File: src/rtl/micro_sequencer_if.sv
`default_nettype none
// ============================================================================
// Module      : micro_sequencer_if
// Description : Bus between the microprogram sequencer and the control-store /
//               datapath side. It carries the sequencing fields of the current
//               control word, status flags and opcode into the sequencer, and
//               carries the registered microaddress and status back out.
//   master : the sequencer. It drives addr, cw_valid, halted and err_code.
//   slave  : the control store / datapath. It drives next_field, seq_sel,
//            cond_sel, flags, opcode, stall and call.
// Revision    : 1.0 - initial release
// ============================================================================
interface micro_sequencer_if #(
  parameter int ADDR_W = 5
) ();
  logic [ADDR_W-1:0] next_field;  // branch / jump target field
  logic [1:0]        seq_sel;     // 11 jump, 01 cond, 10 dispatch, 00 return
  logic [1:0]        cond_sel;    // flag selector for conditional branch
  logic [3:0]        flags;       // datapath status flags
  logic [3:0]        opcode;      // macro-instruction opcode for dispatch
  logic              stall;       // freeze sequencing while high
  logic              call;        // push-on-jump request
  logic [ADDR_W-1:0] addr;        // registered microaddress
  logic              cw_valid;    // control word live (EXEC)
  logic              halted;      // sticky trap indicator
  logic [1:0]        err_code;    // trap cause

  modport master (
    input  next_field, seq_sel, cond_sel, flags, opcode, stall, call,
    output addr, cw_valid, halted, err_code
  );

  modport slave (
    output next_field, seq_sel, cond_sel, flags, opcode, stall, call,
    input  addr, cw_valid, halted, err_code
  );
endinterface
`default_nettype wire

File: src/rtl/micro_sequencer.sv
`default_nettype none
// ============================================================================
// Module      : micro_sequencer
// Description : Next-address generator for the microprogram control store.
//               It runs a two-cycle microinstruction period: EXEC evaluates the
//               sequencing fields and issues the next address, then WAIT lets
//               the store register the new word. The block supports jump,
//               conditional branch, opcode dispatch and return-to-fetch. A
//               target above MAX_ADDR traps into HALT, and only reset leaves
//               HALT.
//   Optional    : define USEQ_RET_STACK_EN to enable a STACK_DEPTH-entry
//                 return stack. With it, a jump with call=1 pushes addr+1 and
//                 a return pops the stack.
// Ports       :
//   clk    in   clock
//   reset  in   synchronous active-high reset
//   bus    master modport of micro_sequencer_if (control-word fields, flags,
//          opcode, stall, call in; addr, cw_valid, halted, err_code out)
// Revision    : 1.0 - initial release
// ============================================================================
module micro_sequencer #(
  parameter int ADDR_W      = 5,
  parameter int MAX_ADDR    = 24,
  parameter int RESET_ADDR  = 8,
  parameter int FETCH_ADDR  = 1,
  parameter int DISP_BASE   = 9,
  parameter int STACK_DEPTH = 4
) (
  input  wire               clk,
  input  wire               reset,
  micro_sequencer_if.master bus
);

  localparam logic [ADDR_W:0]   c_max_addr   = (ADDR_W+1)'(MAX_ADDR);
  localparam logic [ADDR_W:0]   c_fetch_addr = (ADDR_W+1)'(FETCH_ADDR);
  localparam logic [ADDR_W-1:0] c_reset_addr = ADDR_W'(RESET_ADDR);

  localparam logic [1:0] c_err_none  = 2'b00;
  localparam logic [1:0] c_err_addr  = 2'b01;
  localparam logic [1:0] c_err_ovf   = 2'b10;

  localparam logic [1:0] c_seq_ret   = 2'b00;
  localparam logic [1:0] c_seq_cond  = 2'b01;
  localparam logic [1:0] c_seq_disp  = 2'b10;
  localparam logic [1:0] c_seq_jump  = 2'b11;

  typedef enum logic [1:0] {
    S_EXEC = 2'd0,
    S_WAIT = 2'd1,
    S_HALT = 2'd2
  } state_t;

  state_t            state_q;
  logic [ADDR_W-1:0] addr_q;
  logic              cw_valid_q;
  logic              halted_q;
  logic [1:0]        err_q;

  // Targets are carried one bit wider than addr so that a not-taken branch
  // from the top word (24+1) stays visible as an illegal value.
  logic [ADDR_W:0]   target_d;
  logic [ADDR_W:0]   addr_inc_d;
  logic [ADDR_W-1:0] disp_d;
  logic              push_ovf_d;

`ifdef USEQ_RET_STACK_EN
  localparam int SP_W = $clog2(STACK_DEPTH + 1);
  localparam logic [SP_W-1:0] c_sp_full = SP_W'(STACK_DEPTH);

  // Entries keep the full ADDR_W+1 bits so that an out-of-range return
  // address can be trapped when it is popped.
  logic [ADDR_W:0]   stack_q [STACK_DEPTH];
  logic [SP_W-1:0]   sp_q;
  logic [ADDR_W:0]   stack_top_d;
`else
  logic unused_sigs;
  assign unused_sigs = bus.call ^ (STACK_DEPTH > 0);
`endif

  assign bus.addr     = addr_q;
  assign bus.cw_valid = cw_valid_q;
  assign bus.halted   = halted_q;
  assign bus.err_code = err_q;

  always_comb begin
    addr_inc_d = {1'b0, addr_q} + (ADDR_W+1)'(1);
    // Dispatch wraps modulo 2**ADDR_W before the range check.
    disp_d     = ADDR_W'(DISP_BASE) + ADDR_W'(bus.opcode);
    push_ovf_d = 1'b0;
`ifdef USEQ_RET_STACK_EN
    stack_top_d = '0;
    for (int i = 0; i < STACK_DEPTH; i++) begin
      if (sp_q == SP_W'(i + 1)) stack_top_d = stack_q[i];
    end
`endif
    case (bus.seq_sel)
      c_seq_jump: target_d = {1'b0, bus.next_field};
      c_seq_cond: target_d = bus.flags[bus.cond_sel] ? {1'b0, bus.next_field}
                                                     : addr_inc_d;
      c_seq_disp: target_d = {1'b0, disp_d};
      default:    target_d = c_fetch_addr;
    endcase
`ifdef USEQ_RET_STACK_EN
    if (bus.seq_sel == c_seq_jump && bus.call && sp_q == c_sp_full)
      push_ovf_d = 1'b1;
    if (bus.seq_sel == c_seq_ret && sp_q != '0)
      target_d = stack_top_d;
`endif
  end

  always_ff @(posedge clk) begin
    if (reset) begin
      state_q    <= S_EXEC;
      addr_q     <= c_reset_addr;
      cw_valid_q <= 1'b1;
      halted_q   <= 1'b0;
      err_q      <= c_err_none;
`ifdef USEQ_RET_STACK_EN
      sp_q       <= '0;
`endif
    end else begin
      case (state_q)
        S_EXEC: begin
          if (!bus.stall) begin
            if (push_ovf_d || target_d > c_max_addr) begin
              state_q    <= S_HALT;
              addr_q     <= c_reset_addr;
              cw_valid_q <= 1'b0;
              halted_q   <= 1'b1;
              err_q      <= push_ovf_d ? c_err_ovf : c_err_addr;
            end else begin
              state_q    <= S_WAIT;
              addr_q     <= target_d[ADDR_W-1:0];
              cw_valid_q <= 1'b0;
`ifdef USEQ_RET_STACK_EN
              if (bus.seq_sel == c_seq_jump && bus.call) begin
                for (int i = 0; i < STACK_DEPTH; i++) begin
                  if (sp_q == SP_W'(i)) stack_q[i] <= addr_inc_d;
                end
                sp_q <= sp_q + SP_W'(1);
              end else if (bus.seq_sel == c_seq_ret && sp_q != '0) begin
                sp_q <= sp_q - SP_W'(1);
              end
`endif
            end
          end
        end
        S_WAIT: begin
          // stall is deliberately ignored here; the store always needs
          // this cycle to register the new word.
          state_q    <= S_EXEC;
          cw_valid_q <= 1'b1;
        end
        S_HALT: begin
          addr_q     <= c_reset_addr;
          cw_valid_q <= 1'b0;
          halted_q   <= 1'b1;
        end
        default: begin
          state_q    <= S_HALT;
          addr_q     <= c_reset_addr;
          cw_valid_q <= 1'b0;
          halted_q   <= 1'b1;
        end
      endcase
    end
  end

endmodule
`default_nettype wire
File: src/flat_wrapper.sv
// flat-port wrapper written by rule: the top's interface ports become plain ports
module micro_sequencer_flat 
#(
  parameter int ADDR_W      = 5,
  parameter int MAX_ADDR    = 24,
  parameter int RESET_ADDR  = 8,
  parameter int FETCH_ADDR  = 1,
  parameter int DISP_BASE   = 9,
  parameter int STACK_DEPTH = 4
)
  (clk, reset, bus_next_field, bus_seq_sel, bus_cond_sel, bus_flags, bus_opcode, bus_stall, bus_call, bus_addr, bus_cw_valid, bus_halted, bus_err_code);
  micro_sequencer_if #(.ADDR_W(ADDR_W)) bus_i ();
  input  wire clk;
  input  wire reset;
  input wire logic [$bits(bus_i.next_field)-1:0] bus_next_field;
  input wire logic [$bits(bus_i.seq_sel)-1:0] bus_seq_sel;
  input wire logic [$bits(bus_i.cond_sel)-1:0] bus_cond_sel;
  input wire logic [$bits(bus_i.flags)-1:0] bus_flags;
  input wire logic [$bits(bus_i.opcode)-1:0] bus_opcode;
  input wire logic [$bits(bus_i.stall)-1:0] bus_stall;
  input wire logic [$bits(bus_i.call)-1:0] bus_call;
  output wire logic [$bits(bus_i.addr)-1:0] bus_addr;
  output wire logic [$bits(bus_i.cw_valid)-1:0] bus_cw_valid;
  output wire logic [$bits(bus_i.halted)-1:0] bus_halted;
  output wire logic [$bits(bus_i.err_code)-1:0] bus_err_code;
  assign bus_i.next_field = bus_next_field;
  assign bus_i.seq_sel = bus_seq_sel;
  assign bus_i.cond_sel = bus_cond_sel;
  assign bus_i.flags = bus_flags;
  assign bus_i.opcode = bus_opcode;
  assign bus_i.stall = bus_stall;
  assign bus_i.call = bus_call;
  assign bus_addr = bus_i.addr;
  assign bus_cw_valid = bus_i.cw_valid;
  assign bus_halted = bus_i.halted;
  assign bus_err_code = bus_i.err_code;
  micro_sequencer #(.ADDR_W(ADDR_W), .MAX_ADDR(MAX_ADDR), .RESET_ADDR(RESET_ADDR), .FETCH_ADDR(FETCH_ADDR), .DISP_BASE(DISP_BASE), .STACK_DEPTH(STACK_DEPTH)) u_core (.clk(clk), .reset(reset), .bus(bus_i));
endmodule
File: config.mk
export PLATFORM = sky130hd
export DESIGN_NAME = micro_sequencer_flat
export DESIGN_NICKNAME = d
export VERILOG_FILES = /design/src/rtl/micro_sequencer_if.sv /design/src/rtl/micro_sequencer.sv /design/src/flat_wrapper.sv
export SDC_FILE = /design/constraint.sdc
export NUM_CORES = 1
export LEC_CHECK = 0
export CAP_MARGIN = 20
export CORE_AREA = 10 10 61 63
export CTS_CLUSTER_DIAMETER = 120
export DETAILED_ROUTE_END_ITERATION = 6
export DIE_AREA = 0 0 71 73
export PLACE_DENSITY_LB_ADDON = 0.08
export SKIP_CTS_REPAIR_TIMING = 1
export SLEW_MARGIN = 20
export SYNTH_ARGS = -nofsm -noshare
export SYNTH_HDL_FRONTEND = slang
export SYNTH_SLANG_ARGS = --single-unit
File: constraint.sdc
create_clock -name clk -period 2.41 [get_ports clk]
set_input_delay 0.723 -clock clk [delete_from_list [all_inputs] [get_ports clk]]
set_output_delay 0.723 -clock clk [all_outputs]
set_load 0.01 [all_outputs]
==> flow_metrics.tcl <==
set metrics [dict create \
    status "finished clean" \
    worstPathRequired_ns 2.60 \
    hold-path-cell-count 1 \
    antenna_found_initial 0 \
    synthSimpleGateAreaFrac_pct 25.1 \
    die_area_sq_um 5180 \
    setup-violations-final 0 \
    vias_per_cell 5.11 \
    synth_seq_cells 10 \
    min_period_ns 2.36 \
    fill_cells 256 \
    drc 0 \
    synthAdderAreaFrac_pct 3.40 \
    wl_mm 2.37 \
    synthCells 91 \
    synth_cell_types 35 \
    max_freq_ghz 0.424 \
    power_density_nw_per_um2 431 \
    grt_pass1_vias 795 \
    path_clk_slew_ns 0.07 \
    htreeDepth 1 \
    hold_violations 0 \
    finalNetCount 163 \
    worstPathMaxFanout 6 \
    worstPathArrival_ns 2.55 \
    diodes 0 \
    layout_commonest_cell "buf_4" \
    synthMuxAreaShare_pct 2.72 \
    drv_slew 0 \
    yosys_warnings 0 \
    setup_tns_ns 0 \
    syn_avg_cell_area_sq_um 8.10 \
    r2r_setup_slack_ns 0.45 \
    place_congestion 0.739 \
    grt_pass1_wl_mm 3.63 \
    grt_overflow 0 \
    clk_latency_ns 0.26 \
    via_count 868 \
    cp-start-kind "primary input" \
    ant_nets 0 \
    cts_made_buffers 3 \
    hp-start "u_core.state_q[1]" \
    rr_endpoint "u_core.bus.addr[0]" \
    final_cell_mix "buf_4 (20), clkdlybuf4s50_1 (17), nor2_1 (13), dfxtp_1 (10), dlymetal6s2s_1 (9)" \
    period_share_pct 97.9 \
    synth_top_family_by_area "compound AO/OA/AOI/OAI gates" \
    synth_nets 114 \
    met1_usage_pct 10.3 \
    start_util_pct 28.2 \
    timing.rr.start "u_core.bus.addr[0]" \
    io_pins 30 \
    cts-root-buf "clkbuf_4" \
    top_usage_layer "met2" \
    rsz0062_at_grt "no" \
    static-leakage-power_nw 0.601 \
    port_buffers 27 \
    die_y_microns 73 \
    place_hpwl_mm 1.86 \
    drt_iter0_markers 28 \
    seq_area_frac_synth_pct 27.2 \
    grt_max_degree 11 \
    path_class "in -> reg" \
    clock-sinks 10 \
    coreArea_sq_um 2620 \
    netlist_area_sq_um 737 \
    min_to "u_core.bus.cw_valid" \
    row_count 19 \
    die_w_microns 71 \
    dr.pass1.iters 4 \
    gr-usage-met2_pct 13.3 \
    cts_tree "done" \
    grt_use_met3_pct 2.31 \
    synth_xor_area_share_pct 4.75 \
    final_util_pct 50.4 \
    wl_per_cell_microns 13.9 \
    hold_class "reg -> reg" \
    fin_skew_ns 0.00510 \
    cp-end-kind "flip-flop" \
    clock_path_buffers 2 \
    cap_violations 0 \
    area_growth_pct 78.8 \
    vdd_ir_drop_max_v 0.000333 \
    synth_compound_area_share_pct 33.3 \
    grt_use_total_pct 8.47 \
    layout-drive-gt1-share_pct 29.5 \
    r2r_cells 8 \
]
-- cells by family (layout without fill, tap and decap cells) --
| group | count (synthesis) | in the layout |
|---|---|---|
| compound gates | 29 | 29 |
| other cells | 1 | 1 |
| simple gates | 38 | 38 |
| fa+ha+maj | 2 | 2 |
| flops | 10 | 10 |
| xor+xnor | 4 | 4 |
| buf+inv | 5 | 53 |
| mux | 2 | 2 |
-- worst max-delay path, stage by stage --
cell and delay, ns:
clkbuf_2 0.14, mux2i_4 0.23, a22o_4 0.29, a311oi_4 0.30
nand4b_1 0.26, a2111o_1 0.46, a21oi_1 0.14
-- state kept, by name (all words and copies together), names as in the netlist --
name,count
u_core.bus.err_code,1
u_core.bus.addr,5
u_core.bus.cw_valid,1
u_core.bus.halted,1
u_core.state_q,2
-- metal layers --
metal  vias up  wire, microns
li1        445              -
met1       397           1090
met2        22           1120
met3         4            125
met4         0             25
met5         -              0
-- cells in the mapped netlist (all sizes together) --
cell type	instances	share of area, %
o21ai	1	0.68
a221o	1	1.4
dfxtp	10	27
a311oi	3	5.3
xnor2	3	3.6
o31a	1	1.2
nand4b	1	1.2
a21o	1	1.0
o21bai	1	1.0
mux2i	2	2.7
nand2	6	3.1
a2111o	1	1.5
buf	1	1.0
nor3	2	1.4
nor2	14	7.1
nand2b	2	1.7
a2bb2oi	2	2.4
conb	1	0.51
nand3	2	1.4
a22o	1	2.4
a21oi	7	4.8
clkbuf	2	1.0
nor4	1	0.85
nand4	2	1.7
o2bb2a	1	1.4
a221oi	6	7.1
xor2	1	1.2
ha	2	3.4
or2	3	2.5
a31o	1	1.2
nor2b	2	1.7
a211oi	2	2.0
and2	3	2.5
inv	2	1.0
-- through the flow --
step           area (sq um)  hold WS, ns  setup slack, ns  power [mW]  cells
2_1_floorplan           737        0.446            0.139       0.291     91
3_3_place_gp           1170        0.474           -0.569       0.398    164
3_5_place_dp           1170        0.483           -0.638       0.399    164
4_1_cts                1200        0.499           -0.390       0.554    168
5_1_grt                1320        0.526         0.000909       0.606    170
6_report               1320        0.495           0.0506       0.568    170
-- final cells by class --
cell class              count  area, sq um  area share, %
clock buffers               4         36.3           2.75
multi-input cells          76          597           45.3
well taps                  31         38.8           2.94
flip-flops and latches     10          200           15.2
repair buffers             47          438           33.2
inverters                   2         7.51          0.570
-- power breakdown --
| group | leakage, nW | switching, mW | total (mW) | internal, mW |
|---|---|---|---|---|
| clock | 0.0210 | 0.0571 | 0.149 | 0.0917 |
| combinational | 0.498 | 0.0973 | 0.227 | 0.130 |
| sequential | 0.0820 | 0.0137 | 0.192 | 0.178 |
| total | 0.601 | 0.168 | 0.568 | 0.400 |
-- worst max-delay path by stage --
stage | start | endpoint | slack [ns]
detailed placement | bus_cond_sel[1] | u_core.bus.addr[4] | -0.64
finish | bus_cond_sel[1] | u_core.bus.addr[4] | 0.05
global route | bus_cond_sel[1] | u_core.bus.addr[4] | 0.0009
CTS | bus_cond_sel[1] | u_core.bus.addr[4] | -0.39
global placement | bus_cond_sel[1] | u_core.bus.addr[4] | -0.57
floorplan | bus_cond_sel[1] | u_core.bus.halted | 0.14
Power figures use the tool's default switching activity.
